`src/rtl/ps2_pkg.sv`:
```
// ----------------------------------------------------------------------------
// ps2_pkg
//   Shared definitions for the PS/2 scan-code receiver.
//   - Prefix bytes that are folded into flags rather than reported as codes.
//   - Receive FSM state encoding.
//   - Odd-parity helper for an 8-bit byte plus its parity bit.
// ----------------------------------------------------------------------------
package ps2_pkg;

    localparam logic [7:0] PS2_EXT_PREFIX = 8'hE0;
    localparam logic [7:0] PS2_BRK_PREFIX = 8'hF0;

    typedef enum logic [1:0] {
        IDLE   = 2'd0,
        DATA   = 2'd1,
        PARITY = 2'd2,
        STOP   = 2'd3
    } rx_state_t;

    // A PS/2 frame carries odd parity: data bits plus parity bit have an odd
    // number of ones.
    function automatic logic odd_parity_ok(input logic [7:0] b, input logic p);
        return ^{b, p};
    endfunction

endpackage

```
`src/rtl/ps2_line_filter.sv`:
```
// ----------------------------------------------------------------------------
// ps2_line_filter
//   Conditions the raw PS/2 lines for the receiver FSM.
//   - Two-flop synchroniser on PS2_CLK and PS2_DATA.
//   - The filtered clock only changes after FILTER_LEN consecutive
//     synchronised samples disagree with it, so short glitches are ignored.
//   - o_clk_fall is a registered single-cycle pulse on filtered 1->0.
// Ports
//   CLK          in   system clock
//   reset_n      in   asynchronous active-low reset
//   i_ps2_clk    in   raw keyboard clock
//   i_ps2_data   in   raw keyboard data
//   o_clk_fall   out  one-cycle pulse on filtered clock falling edge
//   o_data_sync  out  synchronised keyboard data
// ----------------------------------------------------------------------------
module ps2_line_filter #(
    parameter int FILTER_LEN = 4
) (
    input  logic CLK,
    input  logic reset_n,
    input  logic i_ps2_clk,
    input  logic i_ps2_data,
    output logic o_clk_fall,
    output logic o_data_sync
);

    localparam int CW = $clog2(FILTER_LEN + 1);

    logic          r_clk_s1;
    logic          r_clk_s2;
    logic          r_data_s1;
    logic          r_data_s2;
    logic          r_filt;
    logic [CW-1:0] r_cnt;
    logic          r_fall;

    // Idle PS/2 lines are high, so the synchronisers and the filter come out
    // of reset at 1 and reset itself never looks like a falling edge.
    always_ff @(posedge CLK or negedge reset_n) begin
        if (!reset_n) begin
            r_clk_s1  <= 1'b1;
            r_clk_s2  <= 1'b1;
            r_data_s1 <= 1'b1;
            r_data_s2 <= 1'b1;
        end else begin
            r_clk_s1  <= i_ps2_clk;
            r_clk_s2  <= r_clk_s1;
            r_data_s1 <= i_ps2_data;
            r_data_s2 <= r_data_s1;
        end
    end

    // r_cnt counts consecutive samples that differ from the filtered value;
    // any agreeing sample restarts the run.
    always_ff @(posedge CLK or negedge reset_n) begin
        if (!reset_n) begin
            r_filt <= 1'b1;
            r_cnt  <= '0;
            r_fall <= 1'b0;
        end else begin
            r_fall <= 1'b0;
            if (r_clk_s2 == r_filt) begin
                r_cnt <= '0;
            end else if (r_cnt == CW'(FILTER_LEN - 1)) begin
                r_filt <= r_clk_s2;
                r_cnt  <= '0;
                r_fall <= ~r_clk_s2;
            end else begin
                r_cnt <= r_cnt + 1'b1;
            end
        end
    end

    assign o_clk_fall  = r_fall;
    assign o_data_sync = r_data_s2;

endmodule

```
`src/rtl/ps2_scancode_rx.sv`:
```
// ----------------------------------------------------------------------------
// ps2_scancode_rx
//   PS/2 keyboard receiver. Deserialises 11-bit device-to-host frames,
//   checks odd parity and the stop bit, folds E0/F0 prefixes into flags on
//   the following code byte and emits one code_valid strobe per make/break
//   code.
// Ports
//   CLK          in   system clock
//   reset_n      in   asynchronous active-low reset
//   PS2_CLK      in   raw keyboard clock (asynchronous)
//   PS2_DATA     in   raw keyboard data (asynchronous)
//   scan_code    out  last decoded code byte, prefixes stripped
//   is_break     out  scan_code was preceded by F0
//   is_extended  out  scan_code was preceded by E0
//   code_valid   out  one-cycle strobe, scan_code/flags updated
//   frame_err    out  one-cycle strobe, parity/stop/timeout error
// ----------------------------------------------------------------------------
module ps2_scancode_rx
    import ps2_pkg::*;
#(
    parameter int FILTER_LEN     = 4,
    parameter int TIMEOUT_CYCLES = 10000
) (
    input  logic       CLK,
    input  logic       reset_n,
    input  logic       PS2_CLK,
    input  logic       PS2_DATA,
    output logic [7:0] scan_code,
    output logic       is_break,
    output logic       is_extended,
    output logic       code_valid,
    output logic       frame_err
);

    localparam int TO_W = $clog2(TIMEOUT_CYCLES + 1);

    logic            w_fall;
    logic            w_data;
    rx_state_t       r_state;
    rx_state_t       w_state_nxt;
    logic            w_frame_ok;
    logic            w_frame_bad;
    logic            w_timeout;

    logic [7:0]      r_shift;
    logic [2:0]      r_bit_cnt;
    logic            r_parity;
    logic [TO_W-1:0] r_to_cnt;
    logic            r_ext_pend;
    logic            r_brk_pend;

    logic [7:0]      r_scan_code;
    logic            r_is_break;
    logic            r_is_extended;
    logic            r_code_valid;
    logic            r_frame_err;

    ps2_line_filter #(
        .FILTER_LEN (FILTER_LEN)
    ) u_line_filter (
        .CLK         (CLK),
        .reset_n     (reset_n),
        .i_ps2_clk   (PS2_CLK),
        .i_ps2_data  (PS2_DATA),
        .o_clk_fall  (w_fall),
        .o_data_sync (w_data)
    );

    // NOTE: sequential state uses non-blocking assignments so every register
    // sees the values from before the clock edge, independent of block order.
    always_ff @(posedge CLK or negedge reset_n) begin
        if (!reset_n) begin
            r_state <= IDLE;
        end else begin
            r_state <= w_state_nxt;
        end
    end

    // NOTE: every output of this block gets a default first, so no path can
    // leave a value unassigned and infer a latch.
    always_comb begin
        w_state_nxt = r_state;
        w_frame_ok  = 1'b0;
        w_frame_bad = 1'b0;
        w_timeout   = 1'b0;
        if (w_fall) begin
            unique case (r_state)
                IDLE:   if (!w_data) w_state_nxt = DATA;
                DATA:   if (r_bit_cnt == 3'd7) w_state_nxt = PARITY;
                PARITY: w_state_nxt = STOP;
                STOP: begin
                    w_state_nxt = IDLE;
                    if (odd_parity_ok(r_shift, r_parity) && w_data) begin
                        w_frame_ok = 1'b1;
                    end else begin
                        w_frame_bad = 1'b1;
                    end
                end
                default: w_state_nxt = IDLE;
            endcase
        end else if (r_state != IDLE && r_to_cnt == TO_W'(TIMEOUT_CYCLES)) begin
            // A fall in the same cycle takes the branch above, so fall wins.
            w_timeout   = 1'b1;
            w_state_nxt = IDLE;
        end
    end

    // Frame deserialiser: bits arrive LSB first, so shift in from the top.
    always_ff @(posedge CLK or negedge reset_n) begin
        if (!reset_n) begin
            r_shift   <= '0;
            r_bit_cnt <= '0;
            r_parity  <= 1'b0;
        end else if (w_fall) begin
            unique case (r_state)
                IDLE:   r_bit_cnt <= '0;
                DATA: begin
                    r_shift   <= {w_data, r_shift[7:1]};
                    r_bit_cnt <= r_bit_cnt + 3'd1;
                end
                PARITY: r_parity <= w_data;
                default: ;
            endcase
        end
    end

    // Inter-edge watchdog: cleared by each fall, idle while waiting for a
    // start bit, saturating at the limit rather than wrapping.
    always_ff @(posedge CLK or negedge reset_n) begin
        if (!reset_n) begin
            r_to_cnt <= '0;
        end else if (w_fall || r_state == IDLE) begin
            r_to_cnt <= '0;
        end else if (r_to_cnt != TO_W'(TIMEOUT_CYCLES)) begin
            r_to_cnt <= r_to_cnt + 1'b1;
        end
    end

    // Prefix folding and registered outputs. Prefix bytes only arm a pending
    // flag; the next real code consumes both flags.
    always_ff @(posedge CLK or negedge reset_n) begin
        if (!reset_n) begin
            r_ext_pend    <= 1'b0;
            r_brk_pend    <= 1'b0;
            r_scan_code   <= '0;
            r_is_break    <= 1'b0;
            r_is_extended <= 1'b0;
            r_code_valid  <= 1'b0;
            r_frame_err   <= 1'b0;
        end else begin
            r_code_valid <= 1'b0;
            r_frame_err  <= 1'b0;
            if (w_frame_ok) begin
                if (r_shift == PS2_EXT_PREFIX) begin
                    r_ext_pend <= 1'b1;
                end else if (r_shift == PS2_BRK_PREFIX) begin
                    r_brk_pend <= 1'b1;
                end else begin
                    r_scan_code   <= r_shift;
                    r_is_break    <= r_brk_pend;
                    r_is_extended <= r_ext_pend;
                    r_code_valid  <= 1'b1;
                    r_ext_pend    <= 1'b0;
                    r_brk_pend    <= 1'b0;
                end
            end else if (w_frame_bad || w_timeout) begin
                r_frame_err <= 1'b1;
                r_ext_pend  <= 1'b0;
                r_brk_pend  <= 1'b0;
            end
        end
    end

    assign scan_code   = r_scan_code;
    assign is_break    = r_is_break;
    assign is_extended = r_is_extended;
    assign code_valid  = r_code_valid;
    assign frame_err   = r_frame_err;

endmodule

```
`config.mk`:
```
export PLATFORM = sky130hd
export DESIGN_NAME = ps2_scancode_rx
export DESIGN_NICKNAME = d
export VERILOG_FILES = /design/src/rtl/ps2_pkg.sv /design/src/rtl/ps2_line_filter.sv /design/src/rtl/ps2_scancode_rx.sv
export SDC_FILE = /design/constraint.sdc
export NUM_CORES = 1
export LEC_CHECK = 0
export ABC_AREA = 1
export BUFFER_PORTS_ARGS = -buffer_cell sky130_fd_sc_hd__buf_4
export CAP_MARGIN = 40
export CORE_UTILIZATION = 25
export CTS_CLUSTER_SIZE = 12
export DETAILED_ROUTE_END_ITERATION = 8
export MAX_ROUTING_LAYER = met4
export PLACE_DENSITY = 0.49
export SETUP_SLACK_MARGIN = 0.4
export SYNTH_ARGS = -nofsm -noshare
export SYNTH_HDL_FRONTEND = slang
export SYNTH_SLANG_ARGS = --single-unit
```
`constraint.sdc`:
```
create_clock -name CLK -period 1.7 [get_ports CLK]
set_input_delay 0.51 -clock CLK [delete_from_list [all_inputs] [get_ports CLK]]
set_output_delay 0.51 -clock CLK [all_outputs]
set_load 0.02 [all_outputs]
```
==> results.py, run 1 <==
metrics = {
    "status": {
        "status": "complete, no violations",
    },
    "floorplan": {
        "coreArea_sq_um": 9330,
        "row_count": 35,
        "die_area_sq_um": 10100,
        "die_y_um": 101,
        "start_util_pct": 26.1,
        "pin_count": 16,
        "die_w_um": 101,
    },
    "finish": {
        "drive_gt1_share_pct": 41.4,
        "most-common-layout-cells": "68 x nand2_1, 45 x dfrtp_1, 39 x buf_4, 23 x inv_1, 23 x buf_6",
        "layout.nets": 365,
        "layout_commonest_cell": "nand2_1",
        "num_antenna_cells": 0,
        "utilization_pct": 37.8,
        "area_delta_synth_final_pct": 44.7,
        "design_area_sq_um": 3520,
    },
    "routing": {
        "vias": 2048,
        "wirelength_mm": 5.22,
        "avgRoutedWirePerCell_um": 10.8,
        "ant_nets": 0,
        "drcViolationCount": 0,
        "dr.pass1.iters": 4,
        "drt_iter0_markers": 54,
        "vias_per_cell": 4.25,
    },
    "placement": {
        "port_buffers": 15,
        "gp_congestion": 0.841,
        "placed_cell_area_sq_um": 2780,
        "dpl.hpwl_mm": 3.37,
    },
    "sta": {
        "worstMarginPinSlew_ns": 0.325,
        "setup_violations": 0,
        "period_minus_slack_ns": 1.56,
        "fin_crit_sh_pct": 91.7,
        "clock-skew-final_ns": 0.00647,
        "relSlewSlack_pct": 78.2,
        "finalSetupTns_ns": 0,
        "rsz0062_at_grt": "yes",
        "timing.fmax_mhz": 642,
        "maxSlewViolCount": 0,
        "timing_hold_violations_final": 0,
    },
    "logic_synthesis": {
        "synth-seq-cells": 51,
        "synth_top_area_share_pct": 47.3,
        "synth_fp_nets": 295,
        "synthCells": 282,
        "synth.yosys.seq_area_share_pct": 52.7,
        "yosys_warnings": 0,
        "netlist_area_sq_um": 2430,
        "ys_top_cells_by_area": "dfrtp_1 47%, nand2_1 13%, inv_1 5.7%",
        "yosysTopAreaCell": "dfrtp_1",
        "syn-mean-instance-area_sq_um": 8.63,
        "synth_cell_type_count": 31,
    },
    "pwr": {
        "seq_power_share_pct": 46.8,
        "leakagePower_nw": 1.68,
        "clockPowerShare_pct": 25.7,
        "p_switching_w": 0.000839,
        "comb_power_share_pct": 27.5,
        "vdd_ir_drop_max_uv": 378,
        "power_density_nw_per_um2": 830,
        "finalPower_w": 0.00292,
        "power.internal_w": 0.00209,
        "switching_share_pct": 28.7,
    },
    "global_route": {
        "grt_max_degree": 35,
        "busiest_layer": "met2",
        "gr-usage-met1_pct": 13.7,
        "grt_pass1_vias": 1984,
        "grtUsageTotal_pct": 11.2,
        "use_met3_pct": 2.77,
        "grt-ovfl-total": 0,
        "antenna_found_initial": 0,
        "grt_first_pass_wirelength_mm": 8.84,
        "use_met2_pct": 18.8,
    },
    "worst_setup_path": {
        "required_ns": 1.89,
        "critPathArrivalTime_ns": 1.75,
        "end_kind": "flop",
        "critPathMaxFanout": 5,
        "critical_path_class": "reg -> reg",
        "cp-start-kind": "flop",
    },
    "clocking": {
        "cts_buffers": 5,
        "clock-sinks": 51,
        "path_clk_slew_ns": 0.09,
        "cts_root_buf": "clkbuf_8",
        "cts_tree": "done",
        "htreeDepth": 2,
        "cts_max_path_buffers": 2,
        "worstSkewPairLatency_ns": 0.29,
        "hold_buffers": 0,
    },
    "min_path": {
        "hold_path.class": "in -> async",
    },
    "flow_run": {
        "max_cap_violations": 0,
    },
}
registers in the layout, summed over array words and instances, names as in the netlist, 2 cells and up:
register	cells
r_bit_cnt	3
r_shift	8
r_state	2
r_to_cnt	14
scan_code	8
u_line_filter.r_cnt	3
cell usage after synthesis, drive strengths merged:
cell / count
nand2: 89
clkinv: 1
nor3: 7
buf: 1
xor2: 1
nor2: 19
or2: 3
a22o: 2
nor3b: 1
o21a: 1
nand3: 15
dfstp: 5
clkbuf: 1
inv: 39
a21oi: 10
nand4: 5
dfrtp: 46
a221oi: 1
a31oi: 4
xnor2: 1
o21ai: 18
ha: 9
nor4: 3
cell families after synthesis:
logic type / synth area share, %
xor gates and xnor gates: 0.720
adders and majority gates: 4.63
buffers and inverters: 6.53
and+or+nand+nor: 27.2
DFF: 52.7
AOI/OAI and AO/OA: 8.18
final cells by class:
class                           count  area [sq um]
Fill cell                         936          5810
Tap cell                          129           161
Clock buffer                        8           100
Sequential cell                    51          1280
Timing Repair Buffer               64           592
Inverter                           40           166
Multi-Input combinational cell    190          1220
metal layers:
layer	share of wire [%]	up-vias
met3	3.3	6
met1	46	958
met2	50	40
met4	0.94	0
met5	0	-
li1	-	1044
worst max-delay path, stage by stage (launching register included):
cell	delay [ns]
dfrtp_1	0.43
inv_2	0.08
nand2_2	0.07
nand2_2	0.05
nand2_2	0.08
nand2_2	0.07
nand2_4	0.08
nand2_4	0.05
nand2_4	0.08
nand4_4	0.15
inv_4	0.13
nand2_4	0.08
nand2_1	0.07
nand2_1	0.04
stage by stage:
step | instances | setup slack [ns] | hold slack [ns]
after floorplan | 282 | 0.296 | 0.214
after global placement | 430 | 0.105 | 0.346
after detailed placement | 430 | 0.105 | 0.347
after CTS | 469 | 0.146 | 0.0772
after global routing | 482 | 0.0227 | 0.0737
final | 482 | 0.141 | 0.0758
power by group through the flow:
stage          Sequential (W)  Combinational, W  Clock, W
2_1_floorplan         0.00138          0.000309         0
3_3_place_gp          0.00139          0.000444         0
3_5_place_dp          0.00139          0.000452         0
4_1_cts               0.00137          0.000680  0.000791
5_1_grt               0.00139          0.000898  0.000838
6_report              0.00137          0.000805  0.000750
timing repair:
action | in CTS | in global routing
resized for setup | 54 | 44
buffers inserted | 30 | 12
setup endpoints to repair | 40 | 52
gates cloned | 1 | 1
pin swaps | 11 | 19
path summary, 6_finish.rpt:
path	start	end	slack (ns)	cells past startpoint
worst max-delay path	r_shift[3]	scan_code[1]	0.14	13
worst min-delay path	reset_n	is_break	0.08	1
worst max register to register	r_shift[3]	scan_code[1]	0.14	13
worst min register to register	u_line_filter.r_data_s1	u_line_filter.o_data_sync	0.36	0
max in group asynchronous	reset_n	u_line_filter.r_filt	1.10	2
min in group CLK	PS2_CLK	u_line_filter.r_clk_s1	0.32	1
Note: power is estimated with default switching activity, not from simulation.
==> run 2: changes to the inputs <==
- BUFFER_PORTS_ARGS: -buffer_cell sky130_fd_sc_hd__buf_4 -> -buffer_cell sky130_fd_sc_hd__buf_2
- clock period: 1.7 -> 1.45 ns (I/O delays scaled with it)
==> run 2 against run 1 <==
Against the previous run: the flow now finishes with violations (setup timing); fmax is 0.57% higher; core utilization grew 4.0 points; global-route usage rose by 0.56 points; hold slack better by 0.022 ns; cell area is 11% higher; sequential power up 19%; wire length rose by 4.9%; power up 28%; worst setup slack lost 0.24 ns; non-clock buffer count rose by 30; die area did not move; critical path type unchanged; critical endpoint is now r_to_cnt[12].
==> results.py, run 2 (same netlist as run 1, synthesis figures left out) <==
metrics = {
    "status": {
        "status": "complete, but fails checks",
        "violations": "setup timing",
    },
    "routing": {
        "drt_iter0_markers": 66,
        "drcViolationCount": 0,
        "dr.pass1.iters": 4,
        "vias_per_cell": 4.16,
        "avgRoutedWirePerCell_um": 10.7,
        "ant_nets": 0,
        "vias": 2132,
        "wirelength_mm": 5.47,
    },
    "sta": {
        "clock-skew-final_ns": 0.00940,
        "setup_violations": 20,
        "timing_hold_violations_final": 0,
        "hold_ws_ns": 0.0975,
        "relSlewSlack_pct": 81.1,
        "finalSetupTns_ns": -1.00,
        "fin_crit_sh_pct": 107,
        "worst_slack_ns": -0.0997,
        "maxSlewViolCount": 0,
        "rsz0062_at_grt": "yes",
        "worstMarginPinSlew_ns": 0.283,
        "timing.fmax_mhz": 645,
        "period_minus_slack_ns": 1.55,
    },
    "placement": {
        "placed_cell_area_sq_um": 3020,
        "dpl.hpwl_mm": 3.53,
        "port_buffers": 15,
        "dp.cells": 459,
        "gp_congestion": 0.776,
    },
    "global_route": {
        "use_met2_pct": 18.5,
        "grt-ovfl-total": 0,
        "grt_pass1_vias": 2019,
        "grt_first_pass_wirelength_mm": 9.15,
        "grtUsageTotal_pct": 11.8,
        "grt_max_degree": 52,
        "antenna_found_initial": 0,
        "busiest_layer": "met2",
        "use_met3_pct": 2.29,
        "gr-usage-met1_pct": 15.3,
    },
    "worst_setup_path": {
        "r2r_end": "r_to_cnt[12]",
        "required_ns": 1.66,
        "cp-start-kind": "flop",
        "critPathMaxFanout": 3,
        "end_kind": "flop",
        "reg2reg_from": "r_to_cnt[1]",
        "r2r_slack_ns": -0.1,
        "ff2ff_path_depth": 10,
        "critical_path_class": "reg -> reg",
        "critPathArrivalTime_ns": 1.76,
    },
    "finish": {
        "area_delta_synth_final_pct": 59.9,
        "most-common-layout-cells": "65 x nand2_1, 54 x buf_4, 45 x dfrtp_1, 34 x buf_6, 26 x inv_1",
        "drive_gt1_share_pct": 49.6,
        "regMostFlops": "r_to_cnt",
        "layout_commonest_cell": "nand2_1",
        "num_antenna_cells": 0,
        "layout.nets": 395,
        "instances_no_fill": 512,
        "design_area_sq_um": 3890,
        "largest_register_ffs": 14,
        "n_fill_cell": 928,
    },
    "floorplan": {
        "die_area_sq_um": 10100,
        "row_count": 35,
        "die_w_um": 101,
        "start_util_pct": 26.1,
        "coreArea_sq_um": 9330,
        "pin_count": 16,
        "die_y_um": 101,
    },
    "clocking": {
        "cts_root_buf": "clkbuf_8",
        "cts_max_path_buffers": 2,
        "path_clk_slew_ns": 0.10,
        "worstSkewPairLatency_ns": 0.30,
        "cts_tree": "done",
        "htreeDepth": 2,
        "cts_buffers": 5,
        "clock-sinks": 51,
    },
    "pwr": {
        "power_density_nw_per_um2": 960,
        "leakagePower_nw": 1.86,
        "vdd_ir_drop_max_uv": 462,
    },
    "flow_run": {
        "max_cap_violations": 0,
    },
    "min_path": {
        "hold_path.class": "in -> async",
    },
}
## run 2: where the power goes
group	internal, W	switching (W)
sequential	0.00153	0.0000923
clock	0.000339	0.000486
combinational	0.000689	0.000597
total	0.00256	0.00118
## run 2: worst max path at each step
stage / slack, ns / endpoint / from / depth (start not counted)
3_5_place_dp: -0.13 / r_to_cnt[12] / r_to_cnt[1] / 9
6_report: -0.1 / r_to_cnt[12] / r_to_cnt[1] / 10
4_1_cts: -0.09 / is_extended / r_shift[1] / 12
5_1_grt: -0.23 / scan_code[5] / r_shift[5] / 12
3_3_place_gp: -0.08 / is_extended / r_shift[1] / 10
2_1_floorplan: 0.05 / is_break / r_shift[4] / 13
## run 2: final cells by class
| class | count | area (sq um) | share of cell area (%) |
|---|---|---|---|
| well taps | 129 | 161 | 4.15 |
| multi-input cells | 190 | 1330 | 34.1 |
| clock inverters | 2 | 12.5 | 0.321 |
| inverters | 40 | 175 | 4.50 |
| clock buffers | 6 | 72.6 | 1.86 |
| flip-flops and latches | 51 | 1280 | 33.0 |
| repair buffers | 94 | 858 | 22.1 |
## run 2: through the flow
stage | total power [W] | worst slack [ns] | util [%]
floorplan | 0.00204 | 0.0461 | -
global placement | 0.00230 | -0.0759 | 32.4
detailed placement | 0.00231 | -0.131 | 32.4
CTS | 0.00352 | -0.0888 | 38.2
global route | 0.00399 | -0.228 | 41.7
finish | 0.00374 | -0.0997 | 41.7
## run 2: worst max-delay path, cell delays in order (launching register included)
cell and delay [ns]:
dfrtp_1 0.39, buf_6 0.11, ha_4 0.13, nand2_4 0.06
nor2_4 0.13, inv_2 0.06, nor2_4 0.11, nand2_2 0.08
inv_4 0.07, nand3_2 0.06, a221oi_2 0.24
## run 2: metal layers
metal  up-vias  wire length (um)  share of wire (%)
met5         -                 0                  0
met4         0                46               0.84
met3         4               136                2.5
met2        26              2580                 47
met1       998              2720                 50
li1       1104                 -                  -
## run 2: timing repair
item	4_1_cts	5_1_grt
pin swaps	13	19
setup buffers	26	18
hold endpoints to repair	0	0
setup endpoints to repair	54	57
cloned	1	0
hold buffers	0	0
resized for setup	79	50
